==> config.mk <==
export PLATFORM = sky130hd
export DESIGN_NAME = uart_tx_fifo_reader
export DESIGN_NICKNAME = d
export VERILOG_FILES = /design/src/rtl/uart_pkg.sv /design/src/rtl/uart_tx_fifo_reader.sv
export SDC_FILE = /design/constraint.sdc
export NUM_CORES = 1
export LEC_CHECK = 0
export ABC_AREA = 1
export BUFFER_PORTS_ARGS = -buffer_cell sky130_fd_sc_hd__buf_2
export CELL_PAD_IN_SITES_DETAIL_PLACEMENT = 1
export CELL_PAD_IN_SITES_GLOBAL_PLACEMENT = 1
export CORE_ASPECT_RATIO = 1.4
export CORE_UTILIZATION = 43
export CTS_CLUSTER_DIAMETER = 50
export DETAILED_ROUTE_END_ITERATION = 8
export HOLD_SLACK_MARGIN = 0.02
export PLACE_DENSITY = 0.87
export SLEW_MARGIN = 20
export SYNTH_ARGS = -nofsm -noshare
export SYNTH_HDL_FRONTEND = slang
export SYNTH_SLANG_ARGS = --single-unit
==> constraint.sdc <==
create_clock -name clk -period 2.9 [get_ports clk]
set_input_delay 0.725 -clock clk [delete_from_list [all_inputs] [get_ports clk]]
set_output_delay 0.725 -clock clk [all_outputs]
set_load 0.1 [all_outputs]
==> src/rtl/uart_pkg.sv <==
// Shared types for the UART transmit path.
package uart_pkg;

  // PARITY is declared even in builds without parity so the encoding never shifts.
  typedef enum logic [2:0] {
    IDLE,
    START,
    DATA,
    PARITY,
    STOP
  } tx_state_t;

  // s_tick pulses per bit period
  localparam int OVERSAMPLE = 16;

endpackage

==> src/rtl/uart_tx_fifo_reader.sv <==
// UART transmitter fed from a first-word-fall-through TX FIFO.
// Pops one word per frame and sends start, DBIT data bits LSB first,
// an optional parity bit and the stop period, timed by a 16x baud tick.
// Optional feature: define UART_TX_PARITY_EN to add the parity bit and par_odd port.
//
// state  | meaning
// -------+-----------------------------------------------------------
// IDLE   | line high, pops the FIFO head as soon as it is non-empty
// START  | start bit (tx=0) for one bit period
// DATA   | data bits, LSB first, one bit period each
// PARITY | parity bit ((^data) ^ par_odd), only with UART_TX_PARITY_EN
// STOP   | line high for SB_TICK ticks, pulses tx_done_tick at the end
module uart_tx_fifo_reader #(
  parameter int DBIT    = 8,
  parameter int SB_TICK = 16
) (
  input  logic            clk,
  input  logic            reset_n,
  input  logic            s_tick,
  input  logic            fifo_empty,
  input  logic [DBIT-1:0] fifo_r_data,
  output logic            fifo_rd,
`ifdef UART_TX_PARITY_EN
  input  logic            par_odd,
`endif
  output logic            tx,
  output logic            tx_busy,
  output logic            tx_done_tick
);

  import uart_pkg::*;

  // s_cnt must hold both the bit period and the (possibly longer) stop period
  localparam int SW = $clog2((SB_TICK > OVERSAMPLE) ? SB_TICK : OVERSAMPLE);
  localparam int NW = $clog2(DBIT);

  localparam logic [SW-1:0] BIT_LAST  = SW'(OVERSAMPLE - 1);
  localparam logic [SW-1:0] STOP_LAST = SW'(SB_TICK - 1);
  localparam logic [NW-1:0] N_LAST    = NW'(DBIT - 1);

  tx_state_t       state_q, state_d;
  logic [SW-1:0]   s_cnt_q, s_cnt_d;
  logic [NW-1:0]   n_cnt_q, n_cnt_d;
  logic [DBIT-1:0] shreg_q, shreg_d;
  logic            tx_q, tx_d;
  logic            done_q, done_d;
  logic            armed_q;
`ifdef UART_TX_PARITY_EN
  logic            par_q, par_d;
`endif

  // State, counters and registered line outputs
  always_ff @(posedge clk or negedge reset_n) begin
    if (!reset_n) begin
      state_q <= IDLE;
      s_cnt_q <= '0;
      n_cnt_q <= '0;
      shreg_q <= '0;
      tx_q    <= 1'b1;
      done_q  <= 1'b0;
    end else begin
      state_q <= state_d;
      s_cnt_q <= s_cnt_d;
      n_cnt_q <= n_cnt_d;
      shreg_q <= shreg_d;
      tx_q    <= tx_d;
      done_q  <= done_d;
    end
  end

  // Holds off the first pop until one full clk after reset release, so the
  // FIFO is never popped while reset is still asserted.
  always_ff @(posedge clk or negedge reset_n) begin
    if (!reset_n) armed_q <= 1'b0;
    else          armed_q <= 1'b1;
  end

`ifdef UART_TX_PARITY_EN
  // Parity of the word captured at pop; par_odd is applied while it is sent
  always_ff @(posedge clk or negedge reset_n) begin
    if (!reset_n) par_q <= 1'b0;
    else          par_q <= par_d;
  end
`endif

  // Next-state, counter updates, pop strobe and next tx value
  always_comb begin
    state_d = state_q;
    s_cnt_d = s_cnt_q;
    n_cnt_d = n_cnt_q;
    shreg_d = shreg_q;
    done_d  = 1'b0;
    fifo_rd = 1'b0;
    tx_d    = 1'b1;
`ifdef UART_TX_PARITY_EN
    par_d   = par_q;
`endif

    case (state_q)
      IDLE: begin
        if (armed_q && !fifo_empty) begin
          fifo_rd = 1'b1;
          shreg_d = fifo_r_data;
          s_cnt_d = '0;
          state_d = START;
`ifdef UART_TX_PARITY_EN
          par_d   = ^fifo_r_data;
`endif
        end
      end

      START: begin
        if (s_tick) begin
          if (s_cnt_q == BIT_LAST) begin
            s_cnt_d = '0;
            n_cnt_d = '0;
            state_d = DATA;
          end else begin
            s_cnt_d = s_cnt_q + SW'(1);
          end
        end
      end

      DATA: begin
        if (s_tick) begin
          if (s_cnt_q == BIT_LAST) begin
            s_cnt_d = '0;
            shreg_d = shreg_q >> 1;
            if (n_cnt_q == N_LAST) begin
`ifdef UART_TX_PARITY_EN
              state_d = PARITY;
`else
              state_d = STOP;
`endif
            end else begin
              n_cnt_d = n_cnt_q + NW'(1);
            end
          end else begin
            s_cnt_d = s_cnt_q + SW'(1);
          end
        end
      end

`ifdef UART_TX_PARITY_EN
      PARITY: begin
        if (s_tick) begin
          if (s_cnt_q == BIT_LAST) begin
            s_cnt_d = '0;
            state_d = STOP;
          end else begin
            s_cnt_d = s_cnt_q + SW'(1);
          end
        end
      end
`endif

      STOP: begin
        if (s_tick) begin
          if (s_cnt_q == STOP_LAST) begin
            s_cnt_d = '0;
            done_d  = 1'b1;
            state_d = IDLE;
          end else begin
            s_cnt_d = s_cnt_q + SW'(1);
          end
        end
      end

      default: state_d = IDLE;
    endcase

    // tx is registered, so it is derived from where the FSM is going
    case (state_d)
      START:   tx_d = 1'b0;
      DATA:    tx_d = shreg_d[0];
`ifdef UART_TX_PARITY_EN
      PARITY:  tx_d = par_d ^ par_odd;
`endif
      default: tx_d = 1'b1;
    endcase
  end

  assign tx           = tx_q;
  assign tx_done_tick = done_q;
  assign tx_busy      = (state_q != IDLE);

endmodule

==> impl_metrics.json, run 1 <==
{
  "status": "completed",
  "grt_remaining_overflow": 0,
  "io_pins": 16,
  "postLayoutCoreUtil": 0.508,
  "final_common_cell": "nand2_1",
  "synthCells": 133,
  "arrival_ns": 1.73,
  "numCtsBuffers": 3,
  "cts_setup_buffers": 0,
  "vias_per_cell": 5.07,
  "die_w_um": 44.4,
  "dr.first_iter.drc_count": 17,
  "hold_viol_final": 0,
  "syn_nets": 148,
  "r2r_setup_slack_ns": 1.24,
  "track_usage": 0.204,
  "placed_area_um2": 1190,
  "fin_area_um2": 1210,
  "path_clk_slew_ns": 0.12,
  "start_util": 0.452,
  "dpl.hpwl_mm": 1.96,
  "areaGrowthSynthToFinish_pct": 12.4,
  "cts_buffer_depth": 2,
  "port_buffers": 15,
  "finalMaxSlewViolations": 0,
  "multi_input_area_um2": 502,
  "powerDensity_nw_per_um2": 727,
  "cp_max_fo": 10,
  "core_um2": 2390,
  "wl_per_cell_um": 13.3,
  "critPathMaxStageDelay_ns": 0.46,
  "cp_slowest_cell": "dfrtp_1",
  "nNetsFinal": 167,
  "gp_congestion": 0.747,
  "start_kind": "register",
  "cts_root_buffer": "clkbuf_4",
  "die_h_um": 61.3,
  "period_minus_slack_ns": 2.46,
  "tritoncts": "built",
  "crit_chain": "nor2_2 -> nand2_2 -> nor2_8 -> buf_2",
  "antenna_found_initial": 0,
  "cts_hold_buf": 0,
  "cp.required_ns": 2.17,
  "ant_nets": 0,
  "regArea_um2": 527,
  "fmax_mhz": 407,
  "power.static_leakage_nw": 0.674,
  "r2r_cells": 8,
  "final_cell_mix": "nand2_1 (58), dfrtp_1 (20), nand3_1 (15), buf_2 (15), inv_1 (10)",
  "seq_area_frac_synth": 0.487,
  "drcViolationCount": 0,
  "cts_sinks": 21,
  "cts_resized": 0,
  "h-tree-depth": 1,
  "fin_tns_setup_ns": 0,
  "grt_pass1_wl_mm": 4.03,
  "syn_avg_cell_area_um2": 8.13,
  "die_area_um2": 2720,
  "worstSetupEndpointType": "primary output",
  "firstDrtPassIters": 4,
  "post-route-period-util": 0.848,
  "ir_worst_vdd_v": 0.000326,
  "n_fill_cell": 314,
  "timing.rr.start": "s_cnt_q[0]$_DFFE_PN0P_",
  "core.rowCount": 21,
  "post-place-ws_ns": 0.490,
  "finalSetupViolCount": 0,
  "antenna_cells": 0,
  "layout-drive-gt1-share": 0.192,
  "finalClockSkew_ns": 0.00369,
  "fin_ws_ns": 0.441,
  "worstHoldPathType": "input port to async pin",
  "timing.rr.end": "shreg_q[1]$_DFFE_PN0P_",
  "yosys_warnings": 0,
  "synth_cell_types": 22,
  "rsz0062_at_grt": "false",
  "vias": 938,
  "grt_max_degree": 22,
  "drt-total-wl_mm": 2.47,
  "ys_ff_latch": 21,
  "grt_pass1_vias": 951,
  "synth_area_um2": 1080,
  "drv_cap": 0,
  "clk-insertion-delay-late_ns": 0.30,
  "worstSetupPathType": "register to primary output"
}
cell usage after synthesis (all sizes together):
library cell | instances | area (um^2)
nand2 | 60 | 230
buf | 1 | 11.3
dfrtp | 20 | 500
xor2 | 1 | 8.76
o2111ai | 2 | 17.5
a21oi | 2 | 10.0
nand3 | 16 | 85.1
nor2 | 7 | 52.6
inv | 11 | 41.3
nand4 | 1 | 6.26
conb | 1 | 3.75
dfstp | 1 | 26.3
nand3b | 3 | 22.5
o21ai | 4 | 27.5
ha | 3 | 37.5
final cells by class:
type                       count  area share
inverter                      11      0.0340
multi-input combinational    100       0.413
timing repair buffer          15      0.0618
clock buffer                   3      0.0185
tap                           34      0.0350
clock inverter                 1     0.00412
sequential                    21       0.434
flip-flops by register name, summed over array words and instances (netlist names):
name / flops
shreg_q: 8
s_cnt_q: 4
n_cnt_q: 3
state_q: 3
armed_q: 1
tx: 1
tx_done_tick: 1
where the power goes:
group          total, mW  internal, mW  switching, mW
logic              0.301        0.0908          0.210
registers          0.441         0.379         0.0625
clock network      0.141        0.0513         0.0896
through the flow:
| step | std cells | hold slack (ns) | power (mW) |
|---|---|---|---|
| after floorplan | 133 | 0.429 | 0.668 |
| after global placement | 181 | 0.457 | 0.728 |
| after detailed placement | 181 | 0.468 | 0.752 |
| after CTS | 185 | 0.371 | 0.897 |
| after global routing | 185 | 0.384 | 0.949 |
| final | 185 | 0.357 | 0.883 |
how the worst max path moves through the flow:
stage | from | endpoint | slack (ns) | cells after the start
floorplan | state_q[2]$_DFF_PN0_ | fifo_rd | 0.72 | 3
finish | state_q[2]$_DFF_PN0_ | fifo_rd | 0.44 | 4
global placement | fifo_empty | fifo_rd | 0.52 | 5
detailed placement | fifo_empty | fifo_rd | 0.49 | 5
global route | state_q[2]$_DFF_PN0_ | fifo_rd | 0.36 | 4
CTS | state_q[2]$_DFF_PN0_ | fifo_rd | 0.43 | 4
logic make-up (layout without fill, tap and decap cells):
group	count (synthesis)	in the layout	synth area share
AO/OA/AOI/OAI	8	8	0.0509
adder cells (fa/ha/maj)	3	3	0.0347
flip-flops	21	21	0.487
other	1	1	0.00347
AND/OR/NAND/NOR	87	87	0.367
XOR/XNOR	1	1	0.00810
buffers and inverters	12	30	0.0486
worst max-delay path, delay by kind of cell (launching register included):
kind / cells / cell delay, ns
buf+inv: 1 / 0.45
simple gates: 3 / 0.53
flops: 1 / 0.46
routing by layer:
metal  vias up  track usage  part of all wire
li1        463            -                 -
met1       460        0.222              0.41
met2        13        0.391              0.56
met3         2       0.0264             0.022
met4         0       0.0866            0.0085
met5         -            0                 0
(Power assumes the default switching activity.)
==> run 2: changes to the inputs <==
ABC_AREA = 0   (was 1)
CORE_UTILIZATION = 44   (was 43)
PLACE_DENSITY = 0.83   (was 0.87)
clock period = 2.4 ns   (was 2.9 ns; I/O delays follow)
==> run 2 against run 1 <==
First-iteration DRC count shrank 24%. Setup slack worse by 0.25 ns. Global-route usage increased by 0.75 points. Critical path type unchanged. Largest cell class is now multi-input combinational cells. Highest routed layer unchanged.
==> impl_metrics.json, run 2 <==
{
  "status": "completed",
  "drcViolationCount": 0,
  "clkPwrFrac": 0.145,
  "cts_buffer_depth": 2,
  "cts_resized": 0,
  "core.rowCount": 21,
  "combPwrFrac": 0.382,
  "cts_setup_buffers": 0,
  "synth_area_um2": 1140,
  "hold_viol_final": 0,
  "finalSetupViolCount": 0,
  "p_sw_frac": 0.388,
  "finalClockSkew_ns": 0.00306,
  "seq_power_share": 0.473,
  "final_common_cell": "dfrtp_1",
  "switching_power_mw": 0.454,
  "tightest_slew_ns": 0.551,
  "grt_pass1_vias": 985,
  "numCtsBuffers": 3,
  "synthCells": 101,
  "yosysMostFrequentCell": "dfrtp_1",
  "rsz0062_at_grt": "false",
  "synth_top_cells_by_count": "dfrtp_1 (20), a22o_2 (7), nor2_1 (7), a21o_1 (6), o22ai_1 (5)",
  "ys_top_cells_by_area": "dfrtp_1 (44%), a22o_2 (6.2%), a21o_1 (4.0%)",
  "n_fill_cell": 291,
  "drt-total-wl_mm": 2.42,
  "path_clk_slew_ns": 0.12,
  "gp_congestion": 0.820,
  "ant_nets": 0,
  "port_buffers": 15,
  "antenna_found_initial": 0,
  "finalMaxSlewViolations": 0,
  "clk-insertion-delay-late_ns": 0.30,
  "synth_top_area_frac": 0.441,
  "cts_sinks": 21,
  "largest_reg_flops": 8,
  "wl_per_cell_um": 15.8,
  "fmax_mhz": 452,
  "worstSetupEndpointType": "primary output",
  "fin_tns_setup_ns": 0,
  "vias": 887,
  "h-tree-depth": 1,
  "yosys_warnings": 0,
  "biggestRegsByFlops": "shreg_q (8), s_cnt_q (4)",
  "tritoncts": "built",
  "worstHoldPathType": "input port to async pin",
  "ir_worst_vdd_v": 0.000512,
  "fin_ws_ns": 0.188,
  "synth_edf_count": 0,
  "ys_ff_latch": 21,
  "antenna_cells": 0,
  "syn_nets": 116,
  "cp_max_fo": 2,
  "cts_root_buffer": "clkbuf_4",
  "seq_area_frac_synth": 0.464,
  "power.static_leakage_nw": 0.602,
  "worstSetupPathType": "register to primary output",
  "syn_avg_cell_area_um2": 11.2,
  "final_cell_mix": "dfrtp_1 (20), buf_2 (14), nor2_1 (7), a22o_2 (7), a21o_1 (6)",
  "vias_per_cell": 5.80,
  "intPower_mw": 0.715,
  "die_w_um": 44.9,
  "cts_hold_buf": 0,
  "layout-drive-gt1-share": 0.336,
  "synth_cell_types": 41,
  "grt_max_degree": 22,
  "arrival_ns": 1.61,
  "regMostFlops": "shreg_q",
  "areaGrowthSynthToFinish_pct": 13.1,
  "async_flop_share": 1.00,
  "nNetsFinal": 135,
  "dr.first_iter.drc_count": 13,
  "yosysTopAreaCell": "dfrtp_1",
  "period_minus_slack_ns": 2.21,
  "die_area_um2": 2790,
  "grt_pass1_wl_mm": 4.44,
  "grt_remaining_overflow": 0,
  "firstDrtPassIters": 4,
  "post-route-period-util": 0.922,
  "core_um2": 2420,
  "die_h_um": 62.1,
  "start_util": 0.470,
  "powerDensity_nw_per_um2": 910,
  "max_slew_margin": 0.627,
  "multi_input_area_um2": 554,
  "dpl.hpwl_mm": 1.90,
  "cp.required_ns": 1.80,
  "io_pins": 16,
  "regArea_um2": 527,
  "track_usage": 0.212,
  "post-place-ws_ns": 0.448,
  "drv_cap": 0,
  "synth_ff_type": "dfrtp_1",
  "start_kind": "register"
}
## run 2: changes by cell type after synthesis, moves of 5 or more
cell,change
a21o_1,+6
a22o_2,+7
inv_1,-6
nand2_1,-56
nand3_1,-15
o22ai_1,+5
## run 2: layout make-up
cell class	instances	share of cell area
multi-input cells	71	0.431
well taps	34	0.0331
clock buffers	4	0.0204
flip-flops and latches	21	0.410
inverters	4	0.0117
repair buffers	19	0.0935
## run 2: power by group through the flow
stage	sequential, mW	clock, mW	combinational (mW)
6_report	0.553	0.170	0.446
5_1_grt	0.570	0.187	0.493
4_1_cts	0.553	0.174	0.452
3_5_place_dp	0.559	0	0.452
3_3_place_gp	0.554	0	0.440
2_1_floorplan	0.577	0	0.316
## run 2: cell families (layout without fill, tap and decap cells)
logic type / count (synthesis) / in the layout / synth area share
buffers and inverters: 9 / 27 / 0.0485
AOI/OAI and AO/OA: 39 / 39 / 0.286
and+or+nand+nor: 26 / 26 / 0.149
other: 1 / 1 / 0.00330
DFF: 21 / 21 / 0.464
xor gates and xnor gates: 1 / 1 / 0.00771
adders and majority gates: 3 / 3 / 0.0330
muxes: 1 / 1 / 0.00881
## run 2: final timing paths
kind                                        startpoint                endpoint  slack [ns]  depth (start not counted)
min in group clk                shreg_q[3]$_DFFE_PN0P_  shreg_q[3]$_DFFE_PN0P_        0.50                          1
max in group asynchronous                      reset_n            tx$_DFF_PN1_        1.82                          1
worst max-delay path              state_q[2]$_DFF_PN0_                 fifo_rd        0.19                          3
worst min-delay path                           reset_n  s_cnt_q[0]$_DFFE_PN0P_        0.23                          1
worst max register to register  s_cnt_q[0]$_DFFE_PN0P_    shreg_q[0]$_DFF_PN0_        0.45                          5
worst min register to register  shreg_q[3]$_DFFE_PN0P_  shreg_q[3]$_DFFE_PN0P_        0.50                          1
## run 2: per-layer routing
metal  routed length [um]  part of all wire  track usage
met2                 1440              0.59        0.386
met1                  882              0.36        0.233
met5                    0                 0            0
met3                   47             0.019       0.0203
met4                   54             0.022       0.0909
## run 2: per-stage QoR
| step | cell area [um^2] | total power, mW | hold slack (ns) | utilization | std cells |
|---|---|---|---|---|---|
| global placement | 1260 | 0.994 | 0.476 | 0.521 | 149 |
| global route | 1280 | 1.25 | 0.265 | 0.532 | 153 |
| CTS | 1280 | 1.18 | 0.251 | 0.532 | 153 |
| floorplan | 1140 | 0.893 | 0.304 | - | 101 |
| detailed placement | 1260 | 1.01 | 0.470 | 0.521 | 149 |
| finish | 1280 | 1.17 | 0.234 | 0.532 | 153 |
## run 2: worst max-delay path, stage by stage (launching register included)
cell	delay (ns)
dfrtp_1	0.42
or3_4	0.41
nor3b_4	0.27
buf_12	0.21
